==> config.mk <==
export PLATFORM = sky130hd
export DESIGN_NAME = uart_line_rx
export DESIGN_NICKNAME = d
export VERILOG_FILES = /design/src/rtl/uart_line_rx.sv
export SDC_FILE = /design/constraint.sdc
export NUM_CORES = 1
export LEC_CHECK = 0
export ABC_AREA = 0
export CORE_ASPECT_RATIO = 0.7
export CORE_MARGIN = 8
export CORE_UTILIZATION = 45
export DETAILED_ROUTE_END_ITERATION = 16
export PLACE_DENSITY = 0.65
export SYNTH_ARGS = -nofsm -noshare
export SYNTH_HDL_FRONTEND = slang
export SYNTH_SLANG_ARGS = --single-unit
==> constraint.sdc <==
create_clock -name clk -period 8.3 [get_ports clk]
set_input_delay 0.83 -clock clk [delete_from_list [all_inputs] [get_ports clk]]
set_output_delay 0.83 -clock clk [all_outputs]
set_load 0.05 [all_outputs]
==> src/rtl/uart_line_rx.sv <==
// uart_line_rx
//   Receives 8N1-style UART frames, assembles characters into a line buffer
//   and flags a complete line when the terminator character arrives. The
//   buffer is read one character at a time through rd_en / rd_data.
//
//   Optional feature: define UART_LINE_RX_PARITY_EN to expect one even-parity
//   bit after the data bits. Without it, parity_err is tied low.
//
//   Ports:
//     clk        sole clock, rising edge
//     rst_n      synchronous active-low reset
//     rx         asynchronous serial input, idle high
//     rd_en      pop one character from the line buffer
//     ovf_clr    clear the sticky overflow flag
//     rd_data    popped character (valid with rd_valid)
//     rd_valid   one-cycle pulse, rd_data valid
//     line_ready complete line held in the buffer
//     line_len   character count of the held line
//     empty      line buffer holds no characters
//     overflow   sticky, a character was dropped
//     frame_err  one-cycle pulse, bad stop bit
//     parity_err one-cycle pulse, bad parity
module uart_line_rx #(
  parameter int         CLK_HZ    = 100000000,
  parameter int         BAUD      = 115200,
  parameter int         DATA_BITS = 8,
  parameter int         DEPTH     = 16,
  parameter logic [7:0] TERM      = 8'h72,
  localparam int        LW        = $clog2(DEPTH + 1)
) (
  input  logic                 clk,
  input  logic                 rst_n,
  input  logic                 rx,
  input  logic                 rd_en,
  input  logic                 ovf_clr,
  output logic [DATA_BITS-1:0] rd_data,
  output logic                 rd_valid,
  output logic                 line_ready,
  output logic [LW-1:0]        line_len,
  output logic                 empty,
  output logic                 overflow,
  output logic                 frame_err,
  output logic                 parity_err
);

  localparam int CPB  = CLK_HZ / BAUD;
  localparam int HALF = CPB / 2;
  localparam int CW   = $clog2(CPB + 1);
  localparam int PW   = $clog2(DEPTH);
  localparam logic [7:0]           TERM8  = TERM;
  localparam logic [DATA_BITS-1:0] TERM_C = TERM8[DATA_BITS-1:0];

`ifdef UART_LINE_RX_PARITY_EN
  typedef enum logic [2:0] {IDLE, START, DATA, PARITY, STOP} state_t;
`else
  typedef enum logic [2:0] {IDLE, START, DATA, STOP} state_t;
`endif

  // ---------------------------------------------------------------------
  // Input synchronizer and line-idle qualification
  // ---------------------------------------------------------------------
  logic [1:0] sync_reg;
  logic [1:0] flush_reg;    // marks when sync_reg holds real samples again
  logic       rx_s;
  logic       rx_prev_reg;
  logic       armed_reg;    // rx seen high since reset

  assign rx_s = sync_reg[1];

  always_ff @(posedge clk) begin
    if (!rst_n) begin
      sync_reg    <= 2'b11;
      flush_reg   <= 2'b00;
      rx_prev_reg <= 1'b1;
      armed_reg   <= 1'b0;
    end else begin
      sync_reg    <= {sync_reg[0], rx};
      flush_reg   <= {flush_reg[0], 1'b1};
      rx_prev_reg <= rx_s;
      // The reset value of the synchronizer is not a real observation of
      // the line, so only arm once the flops have been refilled from rx.
      if (rx_s && flush_reg[1]) begin
        armed_reg <= 1'b1;
      end
    end
  end

  // ---------------------------------------------------------------------
  // Receive FSM
  // ---------------------------------------------------------------------
  state_t                 state_reg, state_next;
  logic [CW-1:0]          cnt_reg, cnt_next;
  logic [2:0]             bit_reg, bit_next;
  logic [DATA_BITS-1:0]   shift_reg, shift_next;
  logic                   ferr_wait_reg, ferr_wait_next;
  logic                   acc;        // character accepted this cycle
  logic                   ferr_evt;
`ifdef UART_LINE_RX_PARITY_EN
  logic                   par_bad_reg, par_bad_next;
  logic                   perr_evt;
`endif

  always_ff @(posedge clk) begin
    if (!rst_n) begin
      state_reg     <= IDLE;
      cnt_reg       <= '0;
      bit_reg       <= '0;
      shift_reg     <= '0;
      ferr_wait_reg <= 1'b0;
`ifdef UART_LINE_RX_PARITY_EN
      par_bad_reg   <= 1'b0;
`endif
    end else begin
      state_reg     <= state_next;
      cnt_reg       <= cnt_next;
      bit_reg       <= bit_next;
      shift_reg     <= shift_next;
      ferr_wait_reg <= ferr_wait_next;
`ifdef UART_LINE_RX_PARITY_EN
      par_bad_reg   <= par_bad_next;
`endif
    end
  end

  always_comb begin
    state_next     = state_reg;
    cnt_next       = cnt_reg;
    bit_next       = bit_reg;
    shift_next     = shift_reg;
    ferr_wait_next = ferr_wait_reg;
    acc            = 1'b0;
    ferr_evt       = 1'b0;
`ifdef UART_LINE_RX_PARITY_EN
    par_bad_next   = par_bad_reg;
    perr_evt       = 1'b0;
`endif
    case (state_reg)
      IDLE: begin
        if (armed_reg && rx_prev_reg && !rx_s) begin
          state_next = START;
          cnt_next   = '0;
        end
      end
      START: begin
        // Re-check the start bit near its middle; a high line means glitch.
        if (cnt_reg == CW'(HALF - 1)) begin
          cnt_next = '0;
          if (!rx_s) begin
            state_next = DATA;
            bit_next   = '0;
          end else begin
            state_next = IDLE;
          end
        end else begin
          cnt_next = cnt_reg + CW'(1);
        end
      end
      DATA: begin
        if (cnt_reg == CW'(CPB - 1)) begin
          cnt_next   = '0;
          // LSB arrives first: shift in from the top.
          shift_next = {rx_s, shift_reg[DATA_BITS-1:1]};
          if (bit_reg == 3'(DATA_BITS - 1)) begin
`ifdef UART_LINE_RX_PARITY_EN
            state_next = PARITY;
`else
            state_next = STOP;
`endif
          end else begin
            bit_next = bit_reg + 3'd1;
          end
        end else begin
          cnt_next = cnt_reg + CW'(1);
        end
      end
`ifdef UART_LINE_RX_PARITY_EN
      PARITY: begin
        if (cnt_reg == CW'(CPB - 1)) begin
          cnt_next     = '0;
          par_bad_next = (^shift_reg) ^ rx_s;   // even parity over data+bit
          perr_evt     = (^shift_reg) ^ rx_s;
          state_next   = STOP;
        end else begin
          cnt_next = cnt_reg + CW'(1);
        end
      end
`endif
      STOP: begin
        if (ferr_wait_reg) begin
          // After a bad stop bit, hold off until the line returns high so
          // the low level is not mistaken for a new start bit.
          if (rx_s) begin
            ferr_wait_next = 1'b0;
            state_next     = IDLE;
          end
        end else if (cnt_reg == CW'(CPB - 1)) begin
          cnt_next = '0;
          if (rx_s) begin
            state_next = IDLE;
`ifdef UART_LINE_RX_PARITY_EN
            acc        = !par_bad_reg;
`else
            acc        = 1'b1;
`endif
          end else begin
            ferr_evt       = 1'b1;
            ferr_wait_next = 1'b1;
          end
        end else begin
          cnt_next = cnt_reg + CW'(1);
        end
      end
      default: state_next = IDLE;
    endcase
  end

  // ---------------------------------------------------------------------
  // Line buffer
  // ---------------------------------------------------------------------
  logic [DATA_BITS-1:0] mem [DEPTH];
  logic [PW-1:0]        wr_ptr_reg, rd_ptr_reg;
  logic [LW-1:0]        count_reg, count_next;
  logic [DATA_BITS-1:0] rd_data_reg;
  logic                 rd_valid_reg, line_ready_reg, overflow_reg;
  logic                 frame_err_reg;
  logic [LW-1:0]        line_len_reg;
  logic [DATA_BITS-1:0] term_bit;
  logic                 term_hit, wr, rd, drop, line_set;

  genvar gi;
  generate
    for (gi = 0; gi < DATA_BITS; gi++) begin : g_term
      assign term_bit[gi] = ~(shift_reg[gi] ^ TERM_C[gi]);
    end
  endgenerate

  assign term_hit = &term_bit;

  always_comb begin
    rd   = rd_en && (count_reg != '0);
    wr   = acc && !term_hit && !line_ready_reg && (count_reg < LW'(DEPTH));
    drop = acc && !term_hit && !wr;
    count_next = count_reg;
    if (wr && !rd) begin
      count_next = count_reg + LW'(1);
    end else if (!wr && rd) begin
      count_next = count_reg - LW'(1);
    end
    // A terminator closes the line only if it would not be empty.
    line_set = acc && term_hit && !line_ready_reg && (count_next != '0);
  end

  always_ff @(posedge clk) begin
    if (wr) begin
      mem[wr_ptr_reg] <= shift_reg;
    end
  end

  always_ff @(posedge clk) begin
    if (!rst_n) begin
      wr_ptr_reg     <= '0;
      rd_ptr_reg     <= '0;
      count_reg      <= '0;
      rd_data_reg    <= '0;
      rd_valid_reg   <= 1'b0;
      line_ready_reg <= 1'b0;
      line_len_reg   <= '0;
      overflow_reg   <= 1'b0;
      frame_err_reg  <= 1'b0;
    end else begin
      rd_valid_reg  <= rd;
      frame_err_reg <= ferr_evt;
      count_reg     <= count_next;
      if (rd) begin
        rd_data_reg <= mem[rd_ptr_reg];
        rd_ptr_reg  <= rd_ptr_reg + PW'(1);
      end
      if (wr) begin
        wr_ptr_reg <= wr_ptr_reg + PW'(1);
      end
      if (line_set) begin
        line_ready_reg <= 1'b1;
        line_len_reg   <= count_next;
      end else if (rd && (count_next == '0)) begin
        line_ready_reg <= 1'b0;
      end
      // A drop in the same cycle as a clear request keeps the flag set.
      if (drop) begin
        overflow_reg <= 1'b1;
      end else if (ovf_clr) begin
        overflow_reg <= 1'b0;
      end
    end
  end

`ifdef UART_LINE_RX_PARITY_EN
  logic parity_err_reg;
  always_ff @(posedge clk) begin
    if (!rst_n) begin
      parity_err_reg <= 1'b0;
    end else begin
      parity_err_reg <= perr_evt;
    end
  end
  assign parity_err = parity_err_reg;
`else
  assign parity_err = 1'b0;
`endif

  assign rd_data    = rd_data_reg;
  assign rd_valid   = rd_valid_reg;
  assign line_ready = line_ready_reg;
  assign line_len   = line_len_reg;
  assign empty      = (count_reg == '0);
  assign overflow   = overflow_reg;
  assign frame_err  = frame_err_reg;

endmodule

## Word-level counts from Yosys, hierarchy flattened

Memory sizes are Yosys's and may differ from the RTL's. A register that Yosys moved wholly into a read port is not among the register bits.
Cells that the tools add are included.

- Add/subtract/negate cells: 6
- Magnitude comparators: 1
- Equality and inequality tests: 14
- Multiplexer cells: 35
- Bitwise logic cells: 6
- Reductions and logical operators: 35

Operator list:

| cell | count |
|---|---|
| $mux W10 | 4 |
| $pmux W10 S4 | 1 |
| $mux W3 | 11 |
| $logic_and A1 B1 Y1 | 14 |
| $mux W1 | 14 |
| $ne A2 B2 Y1 const B | 7 |
| $pmux W3 S4 | 1 |
| $add A10 B1 Y10 const B | 1 |
| $eq A10 B10 Y1 const B | 1 |
| $eq A10 B9 Y1 const B | 1 |
| $logic_not A5 Y1 | 2 |
| $mux W5 | 2 |
| $reduce_and A5 Y1 | 2 |
| $reduce_bool A5 Y1 | 2 |
| $add A4 B1 Y4 const B | 2 |
| $reduce_and A8 Y1 | 1 |
| $eq A3 B2 Y1 const B | 2 |
| $logic_not A1 Y1 | 6 |
| $not A1 Y1 | 6 |
| $pmux W3 S2 | 1 |
| $reduce_bool A2 Y1 | 3 |
| $add A5 B1 Y5 const B | 1 |
| $lt A5 B5 Y1 const B | 1 |
| $sub A5 B1 Y5 const B | 1 |
| other kinds (10) | 10 |

- Register bits: 53
- Memory bits (writable): 128
- Bits of input ports: 5
- Output and inout bits: 19
- Logic and storage cells: 116
- Memories kept: 1

Memories:

| name | depth | bits a word | rd ports | clocked after memory_dff | write ports | line | RTL |
|---|---|---|---|---|---|---|---|
| mem | 16 | 8 | 1 | 1 | 1 | 220 | `logic [DATA_BITS-1:0] mem [DEPTH];` |

## Longest topological paths before layout

Gate-level depths: netlist of the first run.

- Depth in word-level cells: 15
- Gate-level depth with buffers: 10
- Mapped depth without buffers: 9

## Least setup slack after synthesis of the first run

No wires, ideal clock.

- Kind: reg2reg
- Start point: register cnt_reg[0]
- End point: register line_len_reg[1], in the netlist line_len[1]
- Setup time: 0.121 ns
- Data arrival time: 2.910 ns
- Data required time: 8.179 ns
- Slack: 5.269 ns
- Cell stages (with the launch flop): 10
- Path buffers: 1
- Period minus slack after synthesis: 3.031 ns
- Cells stage by stage: dfxtp_1 > ha_1 > nand4b_1 > nor4_1 > and4_1 > clkbuf_1 > mux2_2 > a211o_1 > o2111ai_4 > mux2_4

- Word-level cells in the longest chain between the ends: 13
- Elaborated cells on any way between the ends: 16
- Those cells by class: eq/ne: 1; mux: 5; reduce/logical: 10

RTL lines:

| element | line | RTL |
|---|---|---|
| start: declaration | 92 | `logic [CW-1:0] cnt_reg, cnt_next;` |
| start signal: assignment | 115 | `cnt_reg <= cnt_next;` |
| $eq A10 B10 Y1 * | 196 | `end else if (cnt_reg == CW'(CPB - 1)) begin` |
| $mux W1 * | 196 |  |
| $mux W1 * | 189 | `if (ferr_wait_reg) begin` |
| $mux W1 * | 137 | `case (state_reg)` |
| $logic_and A1 B1 Y1 (3 in a row) | 241 | `wr = acc && !term_hit && !line_ready_reg && (count_reg < LW'(DEPTH));` |
| $logic_not A1 Y1 | 246 | `end else if (!wr && rd) begin` |
| $logic_and A1 B1 Y1 | 246 |  |
| $mux W5 | 246 |  |
| $mux W5 | 244 | `if (wr && !rd) begin` |
| $reduce_bool A5 Y1 | 250 | `line_set = acc && term_hit && !line_ready_reg && (count_next != '0);` |
| $logic_and A1 B1 Y1 | 250 |  |
| end signal: assignment | 283 | `line_len_reg <= count_next;` |
| end: declaration | 226 | `logic [LW-1:0] line_len_reg;` |

Mark *: on every way between the ends. The rest lies on a longest branch, timed or not.
A chain may end at the register's enable or synchronous reset.

## Worst setup path in the final report of the first run

- Start point: register cnt_reg[0]
- End point: memory mem[3][4], enable pin

- Word-level cells in the longest chain between the ends: 9

RTL lines:

| element | line | RTL |
|---|---|---|
| $eq A10 B10 Y1 | 196 |  |
| $mux W1 | 196 |  |
| $mux W1 | 189 |  |
| $mux W1 | 137 |  |
| $logic_and A1 B1 Y1 (3 in a row) | 241 |  |
| $mux W1 | 254 | `if (wr) begin` |
| $mux W1 (not written as such) | 255 | `mem[wr_ptr_reg] <= shift_reg;` |
| end: declaration | 220 |  |

Every way passes these cells.

==> impl_metrics.yaml, run 1 <==
outcome:
  status: "finished, final reports clean"
setup_path:
  crit_fanout: 15
  path_class: "register to register"
  worstPathRequired_ps: 8350
  end_kind: "register"
  cp.arrival_ps: 3630
  start_kind: "register"
synthesis:
  synth_commonest_cells: "128 x edfxtp_1, 60 x dfxtp_1, 52 x nand2_1, 44 x nor2_1, 40 x mux4_2"
  syn_inst: 522
  synth_edf_count: 128
  yosysMostFrequentCell: "edfxtp_1"
  ys_top_cells_by_area: "edfxtp_1 50%, dfxtp_1 16%, mux4_2 12%"
  ys_types: 58
  synth_top_area_share_pct: 49.76
  yosys_warnings: 0
  synth_top_cell_by_area: "edfxtp_1"
  synth_fp_nets: 543
  dominantRegCellSynth: "edfxtp_1"
  syn_area_um2: 7725
  syn_area_per_cell_um2: 14.80
  ys_seq_elements: 188
  yosysSeqAreaShare_pct: 65.31
  synthArstFlopShare_pct: 0
route:
  wl_per_cell_um: 20.17
  drcViolationCount: 0
  dr_total_vias: 4384
  drt_pre_antenna_iters: 7
  antenna_left: 0
  wirelength_um: 15850
  drtIter0Drc: 542
  viasPerCell: 5.578
final_layout:
  num_antenna_cells: 0
  largest_reg_flops: 128
  area_growth_pct: 13.88
  utilization_pct: 51.85
  finalInstanceArea_um2: 8797
  layout-drive-gt1-share_pct: 15.32
  nNetsFinal: 563
worst_hold_path:
  hp-class: "register to register"
global_routing:
  grt_max_degree: 37
  antenna_found_initial: 0
  overflow: 0
  grt.total_usage_pct: 14.97
  grt_pass1_vias: 4364
  grt_pass1_wl_um: 24870
sta:
  max_freq_mhz: 279.2
  fin_crit_sh_pct: 43.15
  setup_viol: 0
  timing.hold.ws_ps: 409.0
  slew_viol_final: 0
  hold_viol: 0
  grt_setup_unrepaired: "no"
  finalCriticalPeriod_ps: 3581
  tightest_slew_ps: 1118
  fin_skew_ps: 11.68
  slew_headroom_pct: 24.91
  finalSetupTns_ps: 0
clocking:
  numCtsBuffers: 17
  cts.sinks: 188
  clock_path_buffers: 2
  post_cts_resized: 0
  cts_hold_buffers: 0
  cts_setup_buffers: 0
  clk_latency_ps: 430
  clockRootBuffer: "clkbuf_16"
  clkTransAtPathRegs_ps: 60
  cts_tree: "done"
  htree_levels: 4
placement:
  dpl_cell_area_um2: 8162
  place_congestion: 0.8111
  dpl.hpwl_um: 10530
  io_buffers: 22
die:
  start_util_pct: 45.53
  die_h_um: 125.6
  die-area_um2: 21680
  die_w_um: 172.6
  row_count: 40
  io_pins: 24
  coreArea_um2: 16970
power_and_ir_drop:
  p_leak_nw: 2.943
  irDropWorstVdd_mv: 0.1644
  power_density_nw_per_um2: 263.0
flow_run:
  max_cap_viol_count: 0
-- stage by stage --
stage | worst slack, ps | power, mW | std cells
final | 4719 | 2.313 | 786
after global routing | 4413 | 2.399 | 786
after CTS | 4711 | 2.331 | 786
after detailed placement | 4718 | 1.488 | 754
after global placement | 4834 | 1.480 | 754
after floorplan | 5269 | 1.380 | 522
-- metal layers --
metal	vias to the layer above	global-route usage, %	part of all wire [%]
met2	133	22.48	47
met1	2245	20.76	47
met3	17	3.970	5.9
met4	0	5.099	0.87
li1	1989	-	-
met5	-	0	0
-- worst paths after layout --
| path | startpoint | endpoint | slack, ps | depth (start not counted) |
|---|---|---|---|---|
| worst min register to register | sync_reg[0]$_SDFF_PN1_ | sync_reg[1]$_SDFF_PN1_ | 410 | 1 |
| worst max register to register | cnt_reg[0]$_SDFFE_PN0P_ | mem[3][4]$_DFFE_PP_ | 4720 | 7 |
| worst min-delay path | sync_reg[0]$_SDFF_PN1_ | sync_reg[1]$_SDFF_PN1_ | 410 | 1 |
| worst max-delay path | cnt_reg[0]$_SDFFE_PN0P_ | mem[3][4]$_DFFE_PP_ | 4720 | 7 |
-- kinds of logic (layout without fill, tap and decap cells) --
kind of cell,Yosys count,in the layout,synth area share [%]
xor+xnor,20,20,2.268
buf+inv,39,72,2.154
compound gates,42,42,3.709
other cells,1,1,0.04854
mux,55,55,13.77
fa+ha+maj,16,16,2.591
simple gates,161,161,10.16
flops,188,188,65.31
-- critical path, stage by stage (launching register included) --
cell and delay (ps):
dfxtp_1 430, ha_1 300, nand4b_1 160, nor4_2 240, buf_4 230, and4_1 630
nand2_1 290, nor3_1 910
-- where the power goes --
group / switching, mW / total [mW] / internal, mW
Combinational: 0.249 / 0.430 / 0.182
Clock: 0.335 / 0.848 / 0.512
Sequential: 0.0224 / 1.04 / 1.01
Total: 0.606 / 2.31 / 1.71
-- cell usage in the layout (no fill, tap or decap), drive strengths merged, types with 10 or more instances in the layout --
cell	netlist	layout
edfxtp	128	128
dfxtp	60	60
nand2	52	52
nor2	44	44
mux4	40	40
clkbuf	16	23
a21oi	22	22
clkdlybuf4s50	0	22
ha	16	16
xor2	14	14
inv	12	12
mux2i	11	11
nand3	10	10
-- layout make-up --
type                            instances  area (µm²)
Clock inverter                          9       103.9
Inverter                               13       48.80
Multi-Input combinational cell        295        2520
Sequential cell                       188        5046
Timing Repair Buffer                   27       257.7
Fill cell                            1358        8169
Tap cell                              231       289.0
Clock buffer                           23       531.8
(Power assumes the default switching activity.)
==> run 2: changes to the inputs <==
clock period = 3.5 ns   (was 8.3 ns; I/O delays follow)
==> impl_metrics.yaml, run 2 (synthesis results as in run 1) <==
power_and_ir_drop:
  power.switching_mw: 1.378
  pwr-share-clk_pct: 32.8
  p_leak_nw: 3.020
  p_comb_share_pct: 19.5
  irDropWorstVdd_mv: 0.2858
  power_density_nw_per_um2: 584.1
  swShare_pct: 26.56
  p_int_mw: 3.810
  seqPwrFrac_pct: 47.7
  power.total_mw: 5.187
die:
  coreArea_um2: 16970
  die_h_um: 125.6
  die_w_um: 172.6
  io_pins: 24
  die-area_um2: 21680
  start_util_pct: 45.53
  row_count: 40
outcome:
  status: "finished, final reports clean"
setup_path:
  cp_slowest_cell: "or4b_4"
  critPathBufInv: 1
  r2r_start: "count_reg[0]$_SDFF_PN0_"
  cp.depth: 9
  reg2reg_setup_slack_ps: 370
  startpoint: "count_reg[0]$_SDFF_PN0_"
  critPathMaxStageDelay_ps: 510
  cp.arrival_ps: 3430
  crit_family: "simple AND/OR/NAND/NOR gates"
  crit_chain: "inv_1 -> ha_1 -> or4b_4 -> and2_4 -> or3_1 -> mux2_2 -> a211o_1 -> o2111ai_4 -> mux2_4"
  worstPathRequired_ps: 3800
  start_kind: "register"
  crit_fanout: 17
  reg2reg_to: "line_len[4]$_SDFFE_PN0P_"
  rr_worst_depth: 9
  path_class: "register to register"
  end_kind: "register"
clocking:
  cts_setup_buffers: 0
  cts_tree: "done"
  cts.sinks: 188
  clk_latency_ps: 420
  numCtsBuffers: 17
  clock_path_buffers: 2
  clockRootBuffer: "clkbuf_16"
  post_cts_resized: 0
  cts_hold_buffers: 0
  clkTransAtPathRegs_ps: 60
  htree_levels: 4
global_routing:
  grt.total_usage_pct: 14.71
  grt_max_degree: 36
  antenna_found_initial: 0
  grt_pass1_wl_um: 24430
  overflow: 0
  grt_pass1_vias: 4320
sta:
  hold_viol: 0
  fin_skew_ps: 13.48
  tightest_slew_ps: 715.8
  finalCriticalPeriod_ps: 3127
  setup_viol: 0
  slew_headroom_pct: 52.21
  max_freq_mhz: 319.8
  grt_setup_unrepaired: "no"
  fin_crit_sh_pct: 89.33
  finalSetupTns_ps: 0
  slew_viol_final: 0
route:
  drcViolationCount: 0
  antenna_left: 0
  drtIter0Drc: 427
  wl_per_cell_um: 18.92
  viasPerCell: 5.339
  drt_pre_antenna_iters: 5
  dr_total_vias: 4341
  wirelength_um: 15380
worst_hold_path:
  min_from: "sync_reg[0]$_SDFF_PN1_"
  hp-class: "register to register"
  min_to: "sync_reg[1]$_SDFF_PN1_"
  hold_depth: 1
final_layout:
  register_area_um2: 5046
  fill_cells: 1410
  largest_reg_flops: 128
  layout_common_cells: "128 x edfxtp_1, 59 x dfxtp_1, 52 x nand2_1"
  multi_input_area_um2: 2520
  area_growth_pct: 14.97
  num_antenna_cells: 0
  nNetsFinal: 590
  final_common_cell: "edfxtp_1"
  layout-drive-gt1-share_pct: 18.04
flow_run:
  max_cap_viol_count: 0
placement:
  io_buffers: 22
  place_congestion: 0.8061
  dpl.hpwl_um: 10520
==> run 2: metrics by stage <==
stage / worst slack [ps] / area, µm² / hold WS, ps / instances / util [%]
3_3_place_gp: 465.7 / 8364 / 407.6 / 781 / 49.30
2_1_floorplan: 469.2 / 7725 / 377.7 / 522 / -
6_report: 373.3 / 8881 / 407.6 / 813 / 52.35
4_1_cts: 397.7 / 8881 / 409.8 / 813 / 52.35
3_5_place_dp: 411.8 / 8364 / 402.1 / 781 / 49.30
5_1_grt: 149.4 / 8881 / 447.8 / 813 / 52.35
==> run 2: how the worst max path moves through the flow <==
stage	to	slack, ps
2_1_floorplan	line_len[1]$_SDFFE_PN0P_	470
3_3_place_gp	line_len[4]$_SDFFE_PN0P_	470
3_5_place_dp	line_len[4]$_SDFFE_PN0P_	410
4_1_cts	line_len[4]$_SDFFE_PN0P_	400
5_1_grt	line_len[4]$_SDFFE_PN0P_	150
6_report	line_len[4]$_SDFFE_PN0P_	370
==> run 2: area by class of cell <==
class / count / area share [%]
flip-flops and latches: 188 / 56.82
multi-input cells: 295 / 28.37
well taps: 231 / 3.254
clock buffers: 20 / 4.917
repair buffers: 54 / 5.185
inverters: 13 / 0.5495
clock inverters: 12 / 0.9017
==> run 2: worst register-to-register path, delay by kind of cell, from the launching register on <==
kind	cells	cell delay (ps)
AO/OA/AOI/OAI	2	690
adder cells (fa/ha/maj)	1	210
buffers and inverters	1	100
flip-flops	1	360
multiplexers	2	600
AND/OR/NAND/NOR	3	1060
==> run 2: power groups by stage <==
stage	clock (mW)	combinational, mW	sequential [mW]
final	1.70	1.01	2.48
after global routing	1.83	1.09	2.49
after CTS	1.74	1.02	2.48
after detailed placement	0	1.01	2.53
after global placement	0	1.00	2.52
after floorplan	0	0.701	2.57
==> run 2: metal layers <==
layer,vias up,part of all wire [%],routed length (µm),global-route usage [%]
li1,2045,-,-,-
met3,7,6.0,928,3.881
met5,-,0,0,0
met1,2195,47,7266,20.82
met2,94,46,7090,22.11
met4,0,0.60,93,3.927
